### src/rtl/core_ctrl_pkg.sv
// -----------------------------------------------------------------------------
// core_ctrl_pkg
// Shared definitions for the RV32 run/boot sequencer:
//   state_e      - sequencer state encoding (3 bits, IDLE..HALT)
//   HALT_*       - halt_cause codes reported to the host
//   OPC_SYSTEM   - RV32 SYSTEM major opcode (ECALL/EBREAK live here)
//   halt_pick()  - resolves simultaneous halt sources into one cause code
// -----------------------------------------------------------------------------
package core_ctrl_pkg;

    typedef enum logic [2:0] {
        ST_IDLE  = 3'd0,
        ST_LOAD  = 3'd1,
        ST_READY = 3'd2,
        ST_RUN   = 3'd3,
        ST_STEP  = 3'd4,
        ST_PAUSE = 3'd5,
        ST_HALT  = 3'd6
    } state_e;

    localparam logic [1:0] HALT_NONE = 2'b00;
    localparam logic [1:0] HALT_SYS  = 2'b01;
    localparam logic [1:0] HALT_HOST = 2'b10;
    localparam logic [1:0] HALT_WDOG = 2'b11;

    localparam logic [6:0] OPC_SYSTEM = 7'b1110011;

    // Core-originated halts outrank host requests, which outrank the watchdog.
    function automatic logic [1:0] halt_pick(input logic sys_hit,
                                             input logic host_hit,
                                             input logic wdog_hit);
        logic [1:0] code;
        if (sys_hit) begin
            code = HALT_SYS;
        end else if (host_hit) begin
            code = HALT_HOST;
        end else if (wdog_hit) begin
            code = HALT_WDOG;
        end else begin
            code = HALT_NONE;
        end
        return code;
    endfunction

endpackage

### src/rtl/core_run_ctrl_sat_counter32.sv
// -----------------------------------------------------------------------------
// sat_counter32
// 32-bit up-counter that sticks at all-ones instead of wrapping.
//   clk, reset : clock and synchronous active-high reset (clears q)
//   clr        : synchronous clear, wins over inc
//   inc        : count enable
//   q          : current count
// -----------------------------------------------------------------------------
module sat_counter32 (
    input  logic        clk,
    input  logic        reset,
    input  logic        clr,
    input  logic        inc,
    output logic [31:0] q
);

    logic [31:0] q_q;
    logic [31:0] q_d;

    // Next count: clear, saturating increment, or hold.
    always_comb begin
        q_d = q_q;
        if (clr) begin
            q_d = 32'd0;
        end else if (inc && (q_q != 32'hFFFF_FFFF)) begin
            q_d = q_q + 32'd1;
        end else begin
            q_d = q_q;
        end
    end

    // Count register.
    always_ff @(posedge clk) begin
        if (reset) begin
            q_q <= 32'd0;
        end else begin
            q_q <= q_d;
        end
    end

    assign q = q_q;

endmodule

### src/rtl/core_run_ctrl.sv
// -----------------------------------------------------------------------------
// core_run_ctrl
// Run/boot sequencer for the single-cycle RV32 core. Streams a host program into
// instruction memory while holding the core in reset, then lets the core run
// freely or single-step, halting on ECALL/EBREAK, host request or watchdog.
//   load_start / ld_valid / ld_ready / ld_data / ld_last : host program stream
//   imem_we / imem_waddr / imem_wdata                    : imem write port
//   run_start / step_req / halt_req / halt_clr           : host run control
//   instr                                                : instruction in execution
//   core_reset / core_clk_en                             : core reset and advance
//   halted / halt_cause / cycle_cnt                      : status to host
// -----------------------------------------------------------------------------
module core_run_ctrl
    import core_ctrl_pkg::*;
#(
    parameter int unsigned IMEM_DEPTH = 64,
    parameter int unsigned ADDR_W     = 6,
    parameter int unsigned MAX_CYCLES = 0
) (
    input  logic              clk,
    input  logic              reset,
    input  logic              load_start,
    input  logic              ld_valid,
    output logic              ld_ready,
    input  logic [31:0]       ld_data,
    input  logic              ld_last,
    output logic              imem_we,
    output logic [ADDR_W-1:0] imem_waddr,
    output logic [31:0]       imem_wdata,
    input  logic              run_start,
    input  logic              step_req,
    input  logic              halt_req,
    input  logic              halt_clr,
    input  logic [31:0]       instr,
    output logic              core_reset,
    output logic              core_clk_en,
    output logic              halted,
    output logic [1:0]        halt_cause,
    output logic [31:0]       cycle_cnt
);

    localparam logic [ADDR_W-1:0] ADDR_LAST = ADDR_W'(IMEM_DEPTH - 1);
    localparam logic [ADDR_W-1:0] ADDR_ZERO = {ADDR_W{1'b0}};
    localparam logic              WDOG_EN   = (MAX_CYCLES != 0);
    // Watchdog fires while executing the MAX_CYCLES-th enabled cycle.
    localparam logic [31:0]       WDOG_LAST = 32'(MAX_CYCLES) - 32'd1;

    state_e            state_q, state_d;
    logic [ADDR_W-1:0] addr_q, addr_d;
    logic [1:0]        cause_q, cause_d;
    logic              cnt_clr_s;
    logic              cnt_inc_s;
    logic [31:0]       cnt_s;
    logic              hs_s;
    logic              sys_hit_s;
    logic              wdog_hit_s;
    logic [1:0]        halt_code_s;
    logic              unused_instr_s;

    sat_counter32 u_cycle_cnt (
        .clk   (clk),
        .reset (reset),
        .clr   (cnt_clr_s),
        .inc   (cnt_inc_s),
        .q     (cnt_s)
    );

    // Only the opcode field decides a SYSTEM halt; ECALL and EBREAK both qualify.
    assign sys_hit_s      = (instr[6:0] == OPC_SYSTEM);
    assign unused_instr_s = ^instr[31:7];
    assign wdog_hit_s     = WDOG_EN && (cnt_s == WDOG_LAST);
    assign halt_code_s    = halt_pick(sys_hit_s, halt_req, wdog_hit_s);
    assign hs_s           = ld_valid & ld_ready;

    // State register with load address and latched halt cause.
    always_ff @(posedge clk) begin
        if (reset) begin
            state_q <= ST_IDLE;
            addr_q  <= ADDR_ZERO;
            cause_q <= HALT_NONE;
        end else begin
            state_q <= state_d;
            addr_q  <= addr_d;
            cause_q <= cause_d;
        end
    end

    // Next-state, load address and halt cause logic.
    always_comb begin
        state_d   = state_q;
        addr_d    = addr_q;
        cause_d   = cause_q;
        cnt_clr_s = 1'b0;
        case (state_q)
            ST_IDLE: begin
                if (load_start) begin
                    state_d = ST_LOAD;
                    addr_d  = ADDR_ZERO;
                end else begin
                    state_d = ST_IDLE;
                end
            end
            ST_LOAD: begin
                if (hs_s) begin
                    if (ld_last || (addr_q == ADDR_LAST)) begin
                        state_d = ST_READY;
                    end else begin
                        state_d = ST_LOAD;
                    end
                    // The address parks on the last word rather than wrapping.
                    if (addr_q != ADDR_LAST) begin
                        addr_d = addr_q + ADDR_W'(1);
                    end else begin
                        addr_d = addr_q;
                    end
                end else begin
                    state_d = ST_LOAD;
                end
            end
            ST_READY: begin
                if (run_start) begin
                    state_d   = ST_RUN;
                    cause_d   = HALT_NONE;
                    cnt_clr_s = 1'b1;
                end else if (step_req) begin
                    state_d   = ST_STEP;
                    cause_d   = HALT_NONE;
                    cnt_clr_s = 1'b1;
                end else if (load_start) begin
                    state_d = ST_LOAD;
                    addr_d  = ADDR_ZERO;
                end else begin
                    state_d = ST_READY;
                end
            end
            ST_RUN, ST_STEP: begin
                if (halt_code_s != HALT_NONE) begin
                    state_d = ST_HALT;
                    cause_d = halt_code_s;
                end else if (state_q == ST_RUN) begin
                    state_d = ST_RUN;
                end else begin
                    state_d = ST_PAUSE;
                end
            end
            ST_PAUSE: begin
                if (step_req) begin
                    state_d = ST_STEP;
                end else if (run_start) begin
                    state_d = ST_RUN;
                end else if (load_start) begin
                    state_d = ST_LOAD;
                    addr_d  = ADDR_ZERO;
                end else if (halt_req) begin
                    state_d = ST_HALT;
                    cause_d = HALT_HOST;
                end else begin
                    state_d = ST_PAUSE;
                end
            end
            ST_HALT: begin
                if (halt_clr) begin
                    state_d = ST_READY;
                end else if (load_start) begin
                    state_d = ST_LOAD;
                    addr_d  = ADDR_ZERO;
                end else begin
                    state_d = ST_HALT;
                end
            end
            default: begin
                state_d = ST_IDLE;
                addr_d  = ADDR_ZERO;
                cause_d = HALT_NONE;
            end
        endcase
    end

    // Output decode: everything except the imem write strobe/data is a state decode.
    always_comb begin
        ld_ready    = 1'b0;
        core_reset  = 1'b1;
        core_clk_en = 1'b0;
        halted      = 1'b0;
        case (state_q)
            ST_IDLE, ST_READY: begin
                core_reset = 1'b1;
            end
            ST_LOAD: begin
                core_reset = 1'b1;
                ld_ready   = 1'b1;
            end
            ST_RUN, ST_STEP: begin
                core_reset  = 1'b0;
                core_clk_en = 1'b1;
            end
            ST_PAUSE: begin
                core_reset = 1'b0;
            end
            ST_HALT: begin
                core_reset = 1'b0;
                halted     = 1'b1;
            end
            default: begin
                core_reset = 1'b1;
            end
        endcase
        cnt_inc_s  = core_clk_en;
        imem_we    = ld_valid & ld_ready;
        imem_wdata = ld_data;
        imem_waddr = addr_q;
        halt_cause = cause_q;
        cycle_cnt  = cnt_s;
    end

endmodule
### config.mk
export PLATFORM = sky130hd
export DESIGN_NAME = core_run_ctrl
export DESIGN_NICKNAME = d
export VERILOG_FILES = /design/src/rtl/core_ctrl_pkg.sv /design/src/rtl/core_run_ctrl_sat_counter32.sv /design/src/rtl/core_run_ctrl.sv
export SDC_FILE = /design/constraint.sdc
export NUM_CORES = 1
export LEC_CHECK = 0
export BUFFER_PORTS_ARGS = -buffer_cell sky130_fd_sc_hd__buf_4
export CORE_ASPECT_RATIO = 0.75
export CORE_UTILIZATION = 29
export DETAILED_ROUTE_END_ITERATION = 10
export GPL_TIMING_DRIVEN = 0
export HOLD_SLACK_MARGIN = 0.05
export PLACE_DENSITY = 0.64
export SYNTH_ARGS = -nofsm -noshare
export SYNTH_HDL_FRONTEND = slang
export SYNTH_SLANG_ARGS = --single-unit
### constraint.sdc
create_clock -name clk -period 3.16 [get_ports clk]
set_input_delay 0.316 -clock clk [delete_from_list [all_inputs] [get_ports clk]]
set_output_delay 0.316 -clock clk [all_outputs]
set_load 0.05 [all_outputs]
; Word level (Yosys, flattened, before mapping)
; Cells that the tools add are included.
[op_classes]
mux = 41
bitwise_logic = 3
n_eq_ne = 21
add_sub_neg = 2
reduce_logical = 10
[ops]
columns = cell, n
row1 = 2-to-1 mux 6 bit, 8
row2 = one-hot mux 6 bit (6 select lines), 1
row3 = adder 32 x 1 -> 32 bit (second input constant), 1
row4 = != test 32 bit (second input constant), 1
row5 = 2-to-1 mux 3 bit, 10
row6 = 2-to-1 mux 2 bit, 12
row7 = != test 2 bit (second input constant), 10
row8 = one-hot mux 3 bit (6 select lines), 1
row9 = equality test 3 bit (second input constant), 3
row10 = 2-to-1 mux 1 bit, 8
row11 = one-hot mux 2 bit (4 select lines), 1
row12 = AND reduction 8 bit, 1
row13 = equality test 7 bit (second input constant), 1
row14 = AND reduction 7 bit, 1
row15 = adder 6 x 1 -> 6 bit (second input constant), 1
row16 = equality test 3 x 2 -> 1 bit (second input constant), 2
row17 = equality test 6 bit (second input constant), 1
row18 = != test 6 bit (second input constant), 1
row19 = OR reduction 2 bit, 2
row20 = OR reduction 4 bit, 1
row21 = equality test 3 x 1 -> 1 bit (second input constant), 1
row22 = zero test 3 bit, 1
row23 = != test 3 bit (second input constant), 1
row24 = OR reduction 3 bit, 1
row25 = other kinds (5), 6
[totals]
ff_bits = 43
word_cells = 81
out_inout_bits = 77
input_bits = 73

; Logic depth before layout (Yosys ltp)
; Gate-level depths: netlist of the first run.
[depth]
depth_word = 5
depth_mapped = 7
mapped_depth_nobuf = 6

; Modules after synthesis
; A second synthesis of the first run with hierarchy kept.
[unflattened]
cells_unflattened = 341
hier_area_um2 = 2755.1
[by_module_without_submodules]
columns = module, seq_area_each_um2, area_per_inst_um2, n_inst, cells_per_inst
row1 = sat_counter32, 640.6, 1631.6, 1, 194
row2 = core_run_ctrl, 220.2, 1123.6, 1, 147

; Worst setup path after synthesis of the first run
; No wires, ideal clock.
[synth_timing]
path_type = register to register
startpoint = reg u_cycle_cnt.q_q[9], in the netlist u_cycle_cnt.q[9]
endpoint = reg u_cycle_cnt.q_q[29], in the netlist u_cycle_cnt.q[29]
arrival_time_ns = 2.622
required_time_ns = 3.090
path_stages_with_launch = 7
setup_ns = 0.070
path_slack_ns = 0.468
period_less_slack_ns = 2.692
cell_sequence = dfxtp_1 nand4_2 or4_1 clkbuf_2 a2111o_1 or4_1 a21oi_1
[synth_between]
elab_chain_cells = 2
elab_cells_between_ends = 3
classes_between = add/sub (1) / eq/ne (1) / reduce/logical (1)
[synth_lines]
columns = element, line
row1 = from (decl), core_run_ctrl_sat_counter32.sv:17  ; logic [31:0] q_q;
row2 = from (signal assigned), core_run_ctrl_sat_counter32.sv:37  ; q_q <= q_d;
row3 = branches (longest 2 deep; another with adder 32 x 1 -> 32 bit), --
; Parallel ways; which one is timed is not known.
; A chain may end at the register's enable or synchronous reset.

; Final worst setup path of the first run
[layout_timing]
startpoint = reg u_cycle_cnt.q_q[8], in the netlist u_cycle_cnt.q[8]
endpoint = reg u_cycle_cnt.q_q[0], in the netlist u_cycle_cnt.q[0]
[layout_between]
elab_chain_cells = 2
[layout_lines]
columns = element, line
row1 = != test 32 bit, core_run_ctrl_sat_counter32.sv:25  ; end else if (inc && (q_q != 32'hFFFF_FFFF)) begin
row2 = logical AND 1 bit, core_run_ctrl_sat_counter32.sv:25
; Every way passes these cells.

==> impl_metrics.env, run 1 <==
export IMPL_status="complete, no violations"
export IMPL_cts_htree_levels=2
export IMPL_nNetsFinal=537
export IMPL_ir_worst_vdd_mv=0.2087
export IMPL_global_route_overflow_total=0
export IMPL_clock_skew_ns=0.006623
export IMPL_die_y_um=86.62
export IMPL_row_count=30
export IMPL_initial_antenna_violation_count=0
export IMPL_timing_final_max_slew_violations=0
export IMPL_cpMaxStageDelayCell="o31ai_1"
export IMPL_grt_first_pass_wirelength_um=12640
export IMPL_drv_max_cap_violation_count=0
export IMPL_synth_lib_cells_used_distinct=52
export IMPL_grt_start_max_net_pins=13
export IMPL_dr_total_vias=3074
export IMPL_relSlewSlack_pct=23.78
export IMPL_cts_repair_resize_count=0
export IMPL_dp_final_hpwl_um=6106
export IMPL_flow_area_growth_from_synthesis_pct=35.38
export IMPL_clock_tree_root_buffer_cell="clkbuf_16"
export IMPL_synth_yosys_warnings=0
export IMPL_cts_tree="done"
export IMPL_groute_usage_overall_pct=15.78
export IMPL_synthesis_area_um2=2769
export IMPL_timing_critical_path_from_type="register"
export IMPL_finalNonFillerCells=590
export IMPL_dr_first_iter_drc_count=240
export IMPL_grt_pass1_vias=2630
export IMPL_p_leak_nw=1.463
export IMPL_setup_viol=0
export IMPL_crit_path_max_fanout=10
export IMPL_pin_count=150
export IMPL_worst_ep_required_time_ns=3.32
export IMPL_total_power_mw=1.387
export IMPL_critical_path_arrival_ns=2.99
export IMPL_remaining_drc_errors=0
export IMPL_floorplan_initialDensity_pct=30.23
export IMPL_setup_tns_after_final_layout_ns=0
export IMPL_cts_sinks=43
export IMPL_final_hold_violation_count=0
export IMPL_critical_path_endpoint_type="register"
export IMPL_post_route_util_pct=40.93
export IMPL_antennaDiodeCount=0
export IMPL_avgRoutedWirePerCell_um=13.71
export IMPL_synth_seq_cells=43
export IMPL_remaining_antenna_violation_count=0
export IMPL_die_w_um=114.8
export IMPL_top_achievable_clock_speed_ghz=0.3524
export IMPL_ys_dominant_reg_cell="dfxtp_1"
export IMPL_series_of_cell_instances_along_the_critical_path="nand4_2, or4_1, clkbuf_2, o31ai_1, buf_2, xor2_1, nor2_1"
export IMPL_share_of_the_yosys_chip_area_belonging_to_registers_pct=31.09
export IMPL_final_layout_size_suffix_gt1_share_pct=30.52
export IMPL_first_pass_iters=5
export IMPL_timing_setup_critical_path_class="register to register"
export IMPL_syn_nets=440
export IMPL_total_placed_cells_including_tap_cells=583
export IMPL_cellPowerDensity_nw_per_um2=370.0
export IMPL_postSynth_asyncResetShare_pct=0
export IMPL_dieArea_um2=9947
export IMPL_postSynthAreaPerCell_um2=7.586
export IMPL_vias_per_cell=5.210
export IMPL_path_clk_slew_ns=0.06
export IMPL_grt_setup_unrepaired="false"
export IMPL_worst_pin_slew_ns=1.133
export IMPL_post_cts_repair_setup_buffers=0
export IMPL_cts_max_path_buffers=2
export IMPL_period_minus_slack_ns=2.838
export IMPL_number_of_synthesized_flops_with_an_enable_pin=0
export IMPL_holdCritPathClass="primary input to register"
export IMPL_port_buffers=90
export IMPL_insertion_delay_ns=0.28
export IMPL_cells_after_synth=365
export IMPL_worst_path_max_stage_delay_ns=0.80
export IMPL_cts_hold_fix_buffers=0
export IMPL_drt_total_wl_um=8089
export IMPL_cts_made_buffers=5
export IMPL_core_area_um2=9159
export IMPL_routabilityCongestion=0.8473
export IMPL_final_cycle_utilization_of_the_critical_path_pct=89.81
==> logic make-up after synthesis <==
kind of cell | after synthesis | share of synthesized area (%)
AO/OA/AOI/OAI | 107 | 24.54
XOR/XNOR | 10 | 3.163
adder cells (fa/ha/maj) | 2 | 0.9036
buffers and inverters | 62 | 12.88
flip-flops | 43 | 31.09
multiplexers | 2 | 0.7230
AND/OR/NAND/NOR | 139 | 26.71
==> through the flow <==
stage	worst slack, ns	hold slack [ns]	cell area [um2]
CTS	0.3369	0.4344	3749
global route	0.1670	0.4400	3749
detailed placement	0.3466	0.4616	3605
global placement	0.4448	0.4526	3605
finish	0.3221	0.4336	3749
floorplan	0.4681	0.5523	2769
==> cells in the mapped netlist, types with 5 or more instances <==
cell       n  share of area (%)
dfxtp_1   43                 31
buf_4     32                8.7
nand2_1   32                4.3
a21oi_1   30                5.4
o21ai_0   27                4.9
nor2_1    24                3.3
nand3_1   21                3.8
clkbuf_1  14                1.9
or4_1     13                3.5
o211ai_1  12                3.3
o31ai_1   12                3.3
inv_1     11                1.5
nand4_1    8                1.8
xnor2_1    7                2.2
and3_1     6                1.4
nor3_1     6                1.1
nor2b_1    5                1.1
or3_1      5                1.1
==> worst max-delay path, delay by kind of cell, from the launching register on <==
family | cells | cell delay (ns)
and+or+nand+nor | 3 | 0.74
xor gates and xnor gates | 1 | 0.16
AOI/OAI and AO/OA | 1 | 0.80
buffers and inverters | 2 | 0.54
DFF | 1 | 0.46
==> path summary, 6_finish.rpt <==
kind / slack, ns / endpoint / startpoint / depth (start not counted)
max: 0.32 / u_cycle_cnt.q[0] / u_cycle_cnt.q[8] / 7
min: 0.43 / state_q[1] / ld_last / 3
max reg2reg: 0.32 / u_cycle_cnt.q[0] / u_cycle_cnt.q[8] / 7
min reg2reg: 0.47 / halt_cause[1] / halt_cause[1] / 2
==> state kept, by name (all words and copies together) (netlist names) <==
register / cells
halt_cause: 2
imem_waddr: 6
state_q: 3
u_cycle_cnt.q: 32
==> cell type report <==
class | count | area, um2
Fill cell | 952 | 5410
Multi-Input combinational cell | 260 | 1551
Sequential cell | 43 | 860.8
Timing Repair Buffer | 90 | 675.6
Buffer | 49 | 307.8
Tap cell | 128 | 160.2
Clock buffer | 6 | 138.9
Inverter | 13 | 48.80
Clock inverter | 1 | 5.005
==> per-layer routing <==
layer | track usage, % | routed length (um) | vias up
met5 | 0 | 0 | -
met4 | 4.604 | 83 | 0
met3 | 2.937 | 512 | 8
met2 | 24.19 | 3593 | 123
met1 | 22.43 | 3900 | 1429
li1 | - | - | 1514
==> layout by cell type, fill, tap and decap left out, drive strengths merged, types with 3 or more instances in the layout <==
cell type	instances
o32ai	3
nor2b	5
nor3	6
a21oi	30
nand2	32
nand3	21
nor4	4
buf	124
o31ai	12
xnor2	7
xor2	3
a211oi	3
or3	7
or4	13
o21ai	28
nand4	9
clkbuf	21
and3	6
nor2	24
o311ai	3
o211ai	12
dfxtp	43
inv	11
a31oi	4
clkinv	3
==> power by group <==
group | switching (mW) | internal (mW) | total, mW
clock | 0.206 | 0.309 | 0.515
sequential | 0.00557 | 0.548 | 0.553
combinational | 0.213 | 0.106 | 0.319
total | 0.425 | 0.962 | 1.39
Note: power is estimated with default switching activity, not from simulation.
==> run 2: changes to the inputs <==
- BUFFER_PORTS_ARGS: -buffer_cell sky130_fd_sc_hd__buf_4 -> -buffer_cell sky130_fd_sc_hd__clkbuf_2
- RECOVER_POWER: unset -> 50
- clock period: 3.16 -> 3.2 ns (I/O delays scaled with it)
==> run 2 against run 1 <==
Effect of this change: design area decreased by 7.5%; critical path type unchanged; power increased by 1.1%; setup slack improved by 0.047 ns; global-route usage decreased by 0.11 points; combinational power decreased by 9.7%; utilization decreased by 3.1 points; critical endpoint is now u_cycle_cnt.q[3].
==> impl_metrics.env, run 2 (synthesis gave the netlist of run 1 again) <==
export IMPL_clock_skew_ns=0.01094
export IMPL_crit_path_max_fanout=10
export IMPL_dr_first_iter_drc_count=303
export IMPL_final_hold_violation_count=0
export IMPL_final_layout_size_suffix_gt1_share_pct=17.53
export IMPL_post_place_ws_ns=0.4614
export IMPL_largest_register_ffs=32
export IMPL_layout_cells_most_common_list="clkbuf_1 (74), dfxtp_1 (43), nand2_1 (32), buf_4 (32), clkbuf_2 (31)"
export IMPL_setup_viol=0
export IMPL_avgRoutedWirePerCell_um=13.89
export IMPL_dp_final_hpwl_um=6139
export IMPL_r2r_cells=7
export IMPL_cellPowerDensity_nw_per_um2=404.3
export IMPL_routabilityCongestion=0.8421
export IMPL_die_y_um=86.62
export IMPL_die_w_um=114.8
export IMPL_clock_tree_root_buffer_cell="clkbuf_16"
export IMPL_period_minus_slack_ns=2.831
export IMPL_drv_max_cap_violation_count=0
export IMPL_detailed_place_area_um2=3379
export IMPL_top_achievable_clock_speed_ghz=0.3532
export IMPL_total_placed_cells_including_tap_cells=583
export IMPL_dr_total_vias=3109
export IMPL_cts_htree_levels=2
export IMPL_holdPathStages=3
export IMPL_timing_rr_end="u_cycle_cnt.q[3]"
export IMPL_vias_per_cell=5.269
export IMPL_timing_critical_path_from_type="register"
export IMPL_grt_first_pass_wirelength_um=12630
export IMPL_grt_setup_unrepaired="false"
export IMPL_cts_sinks=43
export IMPL_initial_antenna_violation_count=0
export IMPL_holdCritPathClass="primary input to register"
export IMPL_setup_tns_after_final_layout_ns=0
export IMPL_final_cycle_utilization_of_the_critical_path_pct=88.47
export IMPL_finalNonFillerCells=590
export IMPL_hold_path_startpoint="ld_last"
export IMPL_timing_setup_critical_path_class="register to register"
export IMPL_worst_pin_slew_ns=1.110
export IMPL_cts_hold_fix_buffers=0
export IMPL_dieArea_um2=9947
export IMPL_timing_reg2reg_setup_slack_ns=0.37
export IMPL_post_cts_repair_setup_buffers=0
export IMPL_path_clk_slew_ns=0.06
export IMPL_grt_start_max_net_pins=14
export IMPL_timing_hold_worst_endpoint="state_q[1]"
export IMPL_fin_area_um2=3467
export IMPL_cts_repair_resize_count=0
export IMPL_floorplan_initialDensity_pct=30.23
export IMPL_n_fill_cell=1023
export IMPL_flow_area_growth_from_synthesis_pct=25.21
export IMPL_status="complete, no violations"
export IMPL_remaining_antenna_violation_count=0
export IMPL_remaining_drc_errors=0
export IMPL_port_buffers=90
export IMPL_cts_max_path_buffers=2
export IMPL_relSlewSlack_pct=25.65
export IMPL_row_count=30
export IMPL_timing_final_max_slew_violations=0
export IMPL_critical_path_endpoint_type="register"
export IMPL_p_leak_nw=1.209
export IMPL_global_route_overflow_total=0
export IMPL_antennaDiodeCount=0
export IMPL_core_area_um2=9159
export IMPL_nNetsFinal=537
export IMPL_groute_usage_overall_pct=15.67
export IMPL_pin_count=150
export IMPL_grt_pass1_vias=2570
export IMPL_first_pass_iters=5
export IMPL_cts_tree="done"
export IMPL_insertion_delay_ns=0.28
export IMPL_cts_made_buffers=5
export IMPL_worst_ep_required_time_ns=3.40
export IMPL_post_route_worst_setup_slack_ns=0.3689
export IMPL_critical_path_arrival_ns=3.03
export IMPL_launch_instance_of_the_worst_register_to_register_path="u_cycle_cnt.q[8]"
export IMPL_cp_startpoint="u_cycle_cnt.q[8]"
export IMPL_total_power_mw=1.402
export IMPL_layout_commonest_cell="clkbuf_1"
export IMPL_ir_worst_vdd_mv=0.1833
export IMPL_drt_total_wl_um=8195
run 2: cell types whose count changed in the layout (fill, tap and decap cells not counted):
cell | before | now
clkbuf_8 | 1 | 0
clkbuf_1 | 14 | 74
bufinv_16 | 0 | 1
clkinv_2 | 1 | 0
buf_4 | 122 | 32
clkinvlp_4 | 0 | 1
clkbuf_2 | 1 | 31
run 2: metrics by stage:
stage,utilization (%),hold WS [ns]
global placement,36.90,0.4513
CTS,38.67,0.4425
detailed placement,36.90,0.4754
finish,37.86,0.4360
global route,37.86,0.4605
floorplan,-,0.5563
run 2: how the worst max path moves through the flow:
stage	to	slack, ns	depth (start not counted)
after floorplan	u_cycle_cnt.q[29]	0.51	6
after global placement	u_cycle_cnt.q[0]	0.49	7
after detailed placement	u_cycle_cnt.q[3]	0.46	7
after CTS	u_cycle_cnt.q[3]	0.44	7
after global routing	u_cycle_cnt.q[0]	0.25	7
final	u_cycle_cnt.q[3]	0.37	7
run 2: where the power goes:
group | leakage, nW | total (mW) | internal (mW) | switching, mW
Sequential | 0.347 | 0.547 | 0.541 | 0.00586
Clock | 0.0759 | 0.567 | 0.364 | 0.204
Combinational | 0.787 | 0.288 | 0.0767 | 0.211
run 2: worst max-delay path: stages (launching register included):
cell      delay, ns
dfxtp_1        0.46
nand4_2        0.16
or4_1          0.53
clkbuf_2       0.18
o31ai_1        0.79
buf_2          0.37
o21ai_0        0.12
a21oi_1        0.16
run 2: layer usage:
metal  vias to the layer above  wire (um)  global-route usage [%]
li1                       1524          -                       -
met1                      1440       3925                   22.99
met2                       134       3659                   23.64
met3                        11        498                   2.098
met4                         0        112                   4.723
met5                         -          0                       0
run 2: final cells by class:
class | count | area [um2] | area share, %
timing repair buffer | 90 | 375.4 | 10.83
buffer | 49 | 307.8 | 8.878
clock inverter | 2 | 37.54 | 1.083
sequential | 43 | 860.8 | 24.83
tap | 128 | 160.2 | 4.619
multi-input combinational | 260 | 1551 | 44.75
inverter | 13 | 48.80 | 1.407
clock buffer | 5 | 125.1 | 3.609
==> run 3: changes to the inputs <==
- MAX_ROUTING_LAYER: unset -> met4
==> run 3 against run 2 <==
Effect of this change: sequential share of layout area unchanged; sequential cell count unchanged; global-route usage increased by 0.86 points; sequential power about the same; highest routed layer unchanged; critical path depth decreased by 2; via count increased by 0.55%; power increased by 0.23%; design area unchanged; largest cell class unchanged.
==> impl_metrics.env, run 3 (synthesis gave the netlist of run 1 again) <==
export IMPL_status="complete, no violations"
export IMPL_worst_ep_required_time_ns=3.42
export IMPL_timing_final_max_slew_violations=0
export IMPL_cts_tree="done"
export IMPL_dp_final_hpwl_um=6078
export IMPL_switching_power_mw=0.4239
export IMPL_layout_commonest_cell="clkbuf_1"
export IMPL_period_minus_slack_ns=2.776
export IMPL_groute_usage_overall_pct=16.52
export IMPL_cellPowerDensity_nw_per_um2=405.3
export IMPL_path_clk_slew_ns=0.06
export IMPL_global_route_overflow_total=0
export IMPL_ir_worst_vdd_mv=0.1663
export IMPL_drv_max_cap_violation_count=0
export IMPL_first_pass_iters=5
export IMPL_post_cts_repair_setup_buffers=0
export IMPL_cts_hold_fix_buffers=0
export IMPL_cellInternalPower_mw=0.9813
export IMPL_flow_area_growth_from_synthesis_pct=25.21
export IMPL_critical_path_arrival_ns=2.99
export IMPL_layout_cells_most_common_list="clkbuf_1 (74), dfxtp_1 (43), nand2_1 (32), buf_4 (32), clkbuf_2 (31)"
export IMPL_grt_pass1_vias=2636
export IMPL_final_layout_size_suffix_gt1_share_pct=17.53
export IMPL_row_count=30
export IMPL_series_of_cell_instances_along_the_critical_path="nand4_2, nor4_1, nand3_1, or4_1, a21oi_1"
export IMPL_setup_tns_after_final_layout_ns=0
export IMPL_cts_made_buffers=5
export IMPL_cpMaxStageDelayCell="nor4_1"
export IMPL_grt_start_max_net_pins=14
export IMPL_avgRoutedWirePerCell_um=13.76
export IMPL_routabilityCongestion=0.8541
export IMPL_vias_per_cell=5.298
export IMPL_dr_first_iter_drc_count=290
export IMPL_pwr_share_clk_pct=40.7
export IMPL_regArea_um2=860.8
export IMPL_multiInputGateArea_um2=1551
export IMPL_cts_max_path_buffers=2
export IMPL_relSlewSlack_pct=23.66
export IMPL_port_buffers=90
export IMPL_n_fill_cell=998
export IMPL_timing_critical_path_from_type="register"
export IMPL_netSwitchingFraction_pct=30.16
export IMPL_cts_sinks=43
export IMPL_setup_viol=0
export IMPL_final_hold_violation_count=0
export IMPL_worst_pin_slew_ns=1.135
export IMPL_die_w_um=114.8
export IMPL_worst_path_max_stage_delay_ns=0.98
export IMPL_floorplan_initialDensity_pct=30.23
export IMPL_die_y_um=86.62
export IMPL_cts_repair_resize_count=0
export IMPL_insertion_delay_ns=0.29
export IMPL_grt_first_pass_wirelength_um=12760
export IMPL_post_place_ws_ns=0.4964
export IMPL_dieArea_um2=9947
export IMPL_seqPwrFrac_pct=38.9
export IMPL_clock_skew_ns=0.007605
export IMPL_grt_setup_unrepaired="false"
export IMPL_top_achievable_clock_speed_ghz=0.3602
export IMPL_remaining_drc_errors=0
export IMPL_core_area_um2=9159
export IMPL_critical_path_endpoint_type="register"
export IMPL_post_route_worst_setup_slack_ns=0.4238
export IMPL_drt_total_wl_um=8121
export IMPL_final_cycle_utilization_of_the_critical_path_pct=86.76
export IMPL_post_route_util_pct=37.86
export IMPL_clock_tree_root_buffer_cell="clkbuf_16"
export IMPL_pin_count=150
export IMPL_crit_path_max_fanout=7
export IMPL_power_share_combinational_pct=20.4
export IMPL_p_leak_nw=1.209
export IMPL_dr_total_vias=3126
export IMPL_nNetsFinal=537
export IMPL_initial_antenna_violation_count=0
export IMPL_cts_htree_levels=2
export IMPL_remaining_antenna_violation_count=0
export IMPL_total_power_mw=1.405
export IMPL_holdCritPathClass="primary input to register"
export IMPL_timing_setup_critical_path_class="register to register"
export IMPL_antennaDiodeCount=0
export IMPL_largest_register_ffs=32
## run 3: cell counts in the layout (fill, tap and decap cells not counted)
Identical to the previous run, type by type.
## run 3: per-layer routing
layer	track usage [%]	vias up	wire length, um	share of wire, %
met2	25.34	138	3706	46
met1	22.42	1463	3790	47
met4	5.431	0	96	1.2
met5	-	-	0	0
li1	-	1514	-	-
met3	2.168	11	527	6.5
## run 3: critical path: cells and delay by family (launching register included)
family             cells  cell delay (ns)
and+or+nand+nor        4             2.10
DFF                    1             0.46
AOI/OAI and AO/OA      1             0.15
## run 3: path summary, 6_finish.rpt
check	to	cells after the start	startpoint	slack, ns
setup reg to reg	u_cycle_cnt.q[30]	5	u_cycle_cnt.q[8]	0.42
hold / removal	state_q[1]	3	ld_last	0.43
setup / recovery	u_cycle_cnt.q[30]	5	u_cycle_cnt.q[8]	0.42
hold reg to reg	halt_cause[1]	2	halt_cause[1]	0.48
## run 3: final cells by class
cell class / instances / area share [%]
plain buffers: 49 / 8.878
clock buffers: 5 / 3.609
clock inverters: 2 / 1.083
inverters: 13 / 1.407
multi-input cells: 260 / 44.75
flip-flops and latches: 43 / 24.83
well taps: 128 / 4.619
repair buffers: 90 / 10.83
## run 3: power groups by stage
stage,Clock (mW),Sequential (mW),Combinational (mW)
2_1_floorplan,0,0.565,0.216
3_3_place_gp,0,0.558,0.289
3_5_place_dp,0,0.558,0.290
4_1_cts,0.584,0.546,0.291
5_1_grt,0.604,0.547,0.307
6_report,0.572,0.547,0.287
## run 3: per-stage QoR
stage          cells  cell area, um2  hold WS [ns]
2_1_floorplan    365            2769        0.5563
3_3_place_gp     583            3379        0.4515
3_5_place_dp     583            3379        0.4739
4_1_cts          590            3542        0.4387
5_1_grt          590            3467        0.4597
6_report         590            3467        0.4334
